File: config.mk
export PLATFORM = sky130hd
export DESIGN_NAME = fifo_rr_ctrl
export DESIGN_NICKNAME = d
export VERILOG_FILES = /design/src/rtl/fifo_ctrl_pkg.sv /design/src/rtl/rr_arbiter.sv /design/src/rtl/fifo_rr_ctrl.sv
export SDC_FILE = /design/constraint.sdc
export NUM_CORES = 1
export LEC_CHECK = 0
export BUFFER_PORTS_ARGS = -buffer_cell sky130_fd_sc_hd__buf_2
export CAP_MARGIN = 20
export CORE_AREA = 2 2 182 184
export DETAILED_ROUTE_END_ITERATION = 12
export DIE_AREA = 0 0 184 186
export GPL_ROUTABILITY_DRIVEN = 1
export HOLD_SLACK_MARGIN = 0.12
export SETUP_SLACK_MARGIN = 0.3
export SLEW_MARGIN = 40
export SYNTH_ARGS = -nofsm -noshare
export SYNTH_HDL_FRONTEND = slang
export SYNTH_SLANG_ARGS = --single-unit
File: constraint.sdc
create_clock -name clk -period 2.91 [get_ports clk]
set_clock_uncertainty 0.05 [all_clocks]
set_input_delay 0.582 -clock clk [delete_from_list [all_inputs] [get_ports clk]]
set_output_delay 0.582 -clock clk [all_outputs]
set_load 0.03 [all_outputs]
File: src/rtl/fifo_ctrl_pkg.sv
// Shared constants and types for fifo_rr_ctrl and its round-robin arbiter.
package fifo_ctrl_pkg;

  localparam int OUT_BUF_DEPTH = 2;

  typedef logic [1:0] buf_cnt_t;
  // Wider view for buffer occupancy plus the in-flight read, so the sum never wraps.
  typedef logic [2:0] occ_t;

  function automatic logic [31:0] sat_inc(input logic [31:0] v);
    return (v == '1) ? v : v + 32'd1;
  endfunction

endpackage

File: src/rtl/rr_arbiter.sv
// Combinational round-robin arbiter: grants the first requester at or after rr_ptr_i,
// wrapping modulo NUM_REQ (no power-of-two assumption).
module rr_arbiter #(
  parameter int NUM_REQ = 4,
  localparam int IDX_W  = (NUM_REQ > 1) ? $clog2(NUM_REQ) : 1
) (
  input  logic [NUM_REQ-1:0] req_valid_i,
  input  logic [IDX_W-1:0]   rr_ptr_i,
  output logic [NUM_REQ-1:0] grant_o,
  output logic [IDX_W-1:0]   winner_o,
  output logic               any_valid_o
);

  always_comb begin
    int   idx;
    logic found;
    // NOTE: every output gets a default before the search so no path infers a latch;
    // combinational logic uses blocking assignments so later lines see earlier results.
    grant_o  = '0;
    winner_o = '0;
    found    = 1'b0;
    idx      = 0;
    for (int k = 0; k < NUM_REQ; k++) begin
      idx = int'(rr_ptr_i) + k;
      if (idx >= NUM_REQ) idx = idx - NUM_REQ;
      if (!found && req_valid_i[IDX_W'(idx)]) begin
        found    = 1'b1;
        winner_o = IDX_W'(idx);
      end
    end
    grant_o[winner_o] = found;
  end

  assign any_valid_o = |req_valid_i;

endmodule

File: src/rtl/fifo_rr_ctrl.sv
// Round-robin write-port sharing in front of a sync_fifo and a 2-entry output buffer
// behind it. Define FIFO_RR_CTRL_STATS_EN to add enq_count / full_stall_count outputs.
module fifo_rr_ctrl
  import fifo_ctrl_pkg::*;
#(
  parameter int NUM_REQ    = 4,
  parameter int DATA_WIDTH = 64
) (
  input  logic                          clk,
  input  logic                          rst,
  input  logic [NUM_REQ-1:0]            req_valid,
  input  logic [NUM_REQ*DATA_WIDTH-1:0] req_data,
  output logic [NUM_REQ-1:0]            req_ready,
  output logic                          fifo_enqueue,
  output logic [DATA_WIDTH-1:0]         fifo_wdata,
  input  logic                          fifo_is_full,
  output logic                          fifo_dequeue,
  input  logic [DATA_WIDTH-1:0]         fifo_rdata,
  input  logic                          fifo_is_empty,
  output logic                          out_valid,
  output logic [DATA_WIDTH-1:0]         out_data,
`ifdef FIFO_RR_CTRL_STATS_EN
  output logic [31:0]                   enq_count,
  output logic [31:0]                   full_stall_count,
`endif
  input  logic                          out_ready
);

  localparam int IDX_W = (NUM_REQ > 1) ? $clog2(NUM_REQ) : 1;

  // ---------------- enqueue side ----------------
  logic [NUM_REQ-1:0] grant;
  logic [IDX_W-1:0]   winner;
  logic [IDX_W-1:0]   rr_ptr_q, rr_ptr_d;
  logic               any_valid;

  rr_arbiter #(.NUM_REQ(NUM_REQ)) u_arb (
    .req_valid_i (req_valid),
    .rr_ptr_i    (rr_ptr_q),
    .grant_o     (grant),
    .winner_o    (winner),
    .any_valid_o (any_valid)
  );

  assign fifo_enqueue = any_valid && !fifo_is_full;
  assign req_ready    = fifo_enqueue ? grant : '0;
  assign fifo_wdata   = any_valid ? req_data[int'(winner)*DATA_WIDTH +: DATA_WIDTH] : '0;

  always_comb begin
    rr_ptr_d = rr_ptr_q;
    if (fifo_enqueue) rr_ptr_d = (int'(winner) == NUM_REQ - 1) ? '0 : winner + 1'b1;
  end

  // ---------------- dequeue side ----------------
  logic [DATA_WIDTH-1:0] buf_q [OUT_BUF_DEPTH];
  logic                  head_q;
  logic                  tail;
  buf_cnt_t              buf_count_q, buf_count_d;
  logic                  rd_pending_q;
  logic                  pop;
  occ_t                  occ_after_pop;

  assign out_valid = (buf_count_q != '0);
  assign out_data  = buf_q[head_q];
  assign pop       = out_valid && out_ready;

  // Words held or in flight after this cycle's pop; a new read is issued only if it
  // will still find a free slot when it arrives.
  assign occ_after_pop = occ_t'(buf_count_q) + occ_t'(rd_pending_q) - occ_t'(pop);
  assign fifo_dequeue  = !fifo_is_empty && (occ_after_pop < occ_t'(OUT_BUF_DEPTH));
  assign buf_count_d   = buf_cnt_t'(occ_after_pop);
  assign tail          = head_q ^ buf_count_q[0];

  // NOTE: sequential state is updated with non-blocking assignments so every register
  // samples pre-edge values regardless of statement order.
  always_ff @(posedge clk) begin
    if (rst) begin
      rr_ptr_q     <= '0;
      head_q       <= 1'b0;
      buf_count_q  <= '0;
      rd_pending_q <= 1'b0;
      // NOTE: the two buffer slots are cleared too, because out_data reads 0 after reset.
      for (int i = 0; i < OUT_BUF_DEPTH; i++) buf_q[i] <= '0;
    end else begin
      rr_ptr_q     <= rr_ptr_d;
      buf_count_q  <= buf_count_d;
      rd_pending_q <= fifo_dequeue;
      if (pop) head_q <= ~head_q;
      if (rd_pending_q) buf_q[tail] <= fifo_rdata;
    end
  end

`ifdef FIFO_RR_CTRL_STATS_EN
  logic [31:0] enq_count_q, full_stall_count_q;

  always_ff @(posedge clk) begin
    if (rst) begin
      enq_count_q        <= '0;
      full_stall_count_q <= '0;
    end else begin
      if (fifo_enqueue) enq_count_q <= sat_inc(enq_count_q);
      if (any_valid && fifo_is_full) full_stall_count_q <= sat_inc(full_stall_count_q);
    end
  end

  assign enq_count        = enq_count_q;
  assign full_stall_count = full_stall_count_q;
`endif

endmodule

==> run_results.csv <==
group,metric,value,unit
die,rows,66,
placed_design,dp_hpwl,23760,microns
placed_design,port_buffers,463,
placed_design,place.gp.congestion,0.8945,
timing,hold_viol_final,0,
die,dieWidth,184,microns
cts,path_clk_slew,0.07,ns
cts,cts_tree,"done",
worst_setup_path,path_max_fanout,3,
outcome,status,"complete, but fails checks",
drt,vias,7429,
placed_design,placed_cell_area,11380,sq um
worst_hold_path,min_path_type,"in -> reg",
yosys,ys_types,28,
timing,fmax,327.4,MHz
global_route,grt_usage,18.41,%
worst_setup_path,ff2ff_path_depth,8,
final_layout,utilization,44.87,%
die,dieArea,34220,sq um
final_layout,syn2layout_area_growth,85.81,%
worst_setup_path,r2r_slack,0.76,ns
worst_setup_path,cp-endpoint,"fifo_dequeue",
yosys,ys_ff_latch,135,
cts,cts_buffer_depth,2,
worst_setup_path,cp.arrival,2.42,ns
drt,wl_per_cell,21.31,microns
worst_setup_path,crit_path_end_kind,"output pin",
cts,cts_max_level,4,
final_layout,final_common_cell,"buf_2",
job,cap_violations,0,
cts,holdBufCountCts,0,
yosys,seq_area_frac_synth,51.22,%
drt,drtPass1Iterations,4,
timing,fin_ws,-0.1445,ns
die,ios,464,
cts,cts-root-buf,"clkbuf_16",
power,ir_worst_vdd,0.3977,mV
worst_setup_path,critPathRequiredTime,2.28,ns
drt,vias_per_cell,4.640,
yosys,yosysTopAreaCell,"edfxtp_1",
final_layout,stdcell_count,1601,
die,start_util,24.15,%
timing,tightest_slew,0.6341,ns
cts,clock_latency,0.42,ns
final_layout,layout_common_cells,"buf_2 (393), and2_1 (128), edfxtp_1 (128), buf_6 (90), mux2i_1 (69)",
outcome,violations,"negative setup slack",
worst_setup_path,crit_type,"reg -> out",
cts,cts_sinks,135,
global_route,grt_overflow_total,0,
yosys,yosysTopAreaCellShare,49.42,%
die,die_height,186,microns
power,power_density,691.8,nW/um^2
timing,finalMaxSlewViolations,0,
power,p_leak,6.278,nW
placed_design,dp.cells,1490,
global_route,grt_pass1_vias,7558,
final_layout,fin_area,14450,sq um
worst_setup_path,cp-startpoint,"buf_count_q[1]",
yosys,synth_area_per_cell,12.52,sq um
final_layout,final_nets,1507,
timing,setup_viol,16,
worst_setup_path,r2r-start,"buf_count_q[1]",
global_route,grt_pass1_wl,46010,microns
timing,min_period,3.054,ns
timing,min_period_over_period,105.0,%
timing,slew_headroom,57.73,%
drt,drc,0,
timing,tns,-0.4826,ns
yosys,yosys-top-cells-area,"edfxtp_1 (49%), mux2i_1 (17%), and2_1 (10%)",
cts,numCtsBuffers,17,
yosys,synth_nets,954,
worst_setup_path,timing.rr.end,"rd_pending_q",
drt,totalWireLength,34110,microns
global_route,grt_start_max_net_pins,65,
drt,ant_nets,0,
yosys,ys_warn_count,0,
global_route,antenna_found_initial,10,
yosys,netlist_instances,621,
final_layout,drive_gt1_share,70.68,%
worst_setup_path,cp-start-kind,"flip-flop",
drt,drtIter0Drc,266,
die,core_area,32210,sq um
yosys,synth_area,7777,sq um
timing,rsz0062_at_grt,"yes",
final_layout,fill_cells,2983,
==> flip-flops by register name (all words and copies together), names as in the netlist, named ones only <==
| signal | count |
|---|---|
| buf_count_q | 2 |
| rd_pending_q | 1 |
| rr_ptr_q | 2 |
| head_q | 1 |
| buf_q | 128 |
==> worst min-delay path by stage <==
stage	startpoint	to	slack, ns	cells past startpoint
6_report	fifo_is_empty	rd_pending_q	0.32	2
5_1_grt	fifo_is_empty	rd_pending_q	0.31	2
4_1_cts	fifo_is_empty	rd_pending_q	0.30	2
3_5_place_dp	head_q	flip-flop	0.50	2
3_3_place_gp	head_q	head_q	0.50	2
2_1_floorplan	rr_ptr_q[0]	rr_ptr_q[0]	0.45	2
==> cells by family (layout without fill, tap and decap cells) <==
kind of cell,after synthesis,count (layout),synth area share (%)
xor+xnor,3,3,0.3379
simple gates,160,160,12.47
fa+ha+maj,4,4,0.7401
other cells,0,6,0
flops,135,135,51.22
mux,193,193,25.87
compound gates,69,69,5.615
buf+inv,57,623,3.748
==> layout make-up <==
cell class	instances	area [sq um]	area share [%]
Clock inverter	14	197.7	1.368
Sequential cell	135	4000	27.68
Tap cell	408	510.5	3.532
Clock buffer	18	429.2	2.970
Multi-Input combinational cell	429	4657	32.23
Timing Repair Buffer	585	4607	31.88
Antenna cell	6	15.01	0.1039
Inverter	6	35.03	0.2424
==> report_power, final <==
group / internal [mW] / switching [mW] / total [mW]
logic: 2.47 / 2.70 / 5.17
registers: 2.46 / 0.103 / 2.56
clock network: 1.44 / 0.827 / 2.27
total: 6.36 / 3.63 / 10.0
==> cells in the mapped netlist, drive strengths merged <==
library cell,number
nor3,2
nand2,2
nor2,10
o22ai,65
edfxtp,128
inv,6
a211oi,1
mux2i,129
a21boi,1
nor3b,1
nor4,3
ha,3
o32a,1
xor2,1
nor2b,7
clkbuf,35
dfxtp,7
and2,130
mux2,64
fa,1
nand2b,2
xnor2,2
or2,3
o21ai,1
buf,16
==> through the flow <==
step                      total power, mW  setup WS [ns]  hold WS [ns]
after floorplan                     5.098         0.1700        0.4540
after global placement              6.403        -0.1269        0.4982
after detailed placement            6.429        -0.1312        0.5017
after CTS                           9.657        -0.2706        0.3035
after global routing                10.43        -0.2084        0.3126
final                               9.998        -0.1445        0.3247
==> worst max-delay path: stages, from the launching register on <==
cell and delay [ns]:
dfxtp_4 0.34, or2_4 0.22, and2_4 0.15, ha_4 0.26, inv_2 0.03, ha_4 0.14, fa_2 0.35, xnor2_2 0.16
nor3_4 0.17, buf_6 0.16
==> metal layers <==
metal	track usage (%)	vias up	part of all wire, %
li1	-	3452	-
met1	18.54	3608	35
met2	35.29	307	54
met3	6.378	54	7.9
met4	5.920	8	2.8
met5	0	-	0.16
==> what timing repair did <==
item,4_1_cts,5_1_grt
resized for setup,259,83
endpoints found under the setup margin,69,70
buffers inserted,22,29
pin swaps,39,28
cloned,15,7
endpoints found under the hold margin,0,0
(Power assumes the default switching activity.)
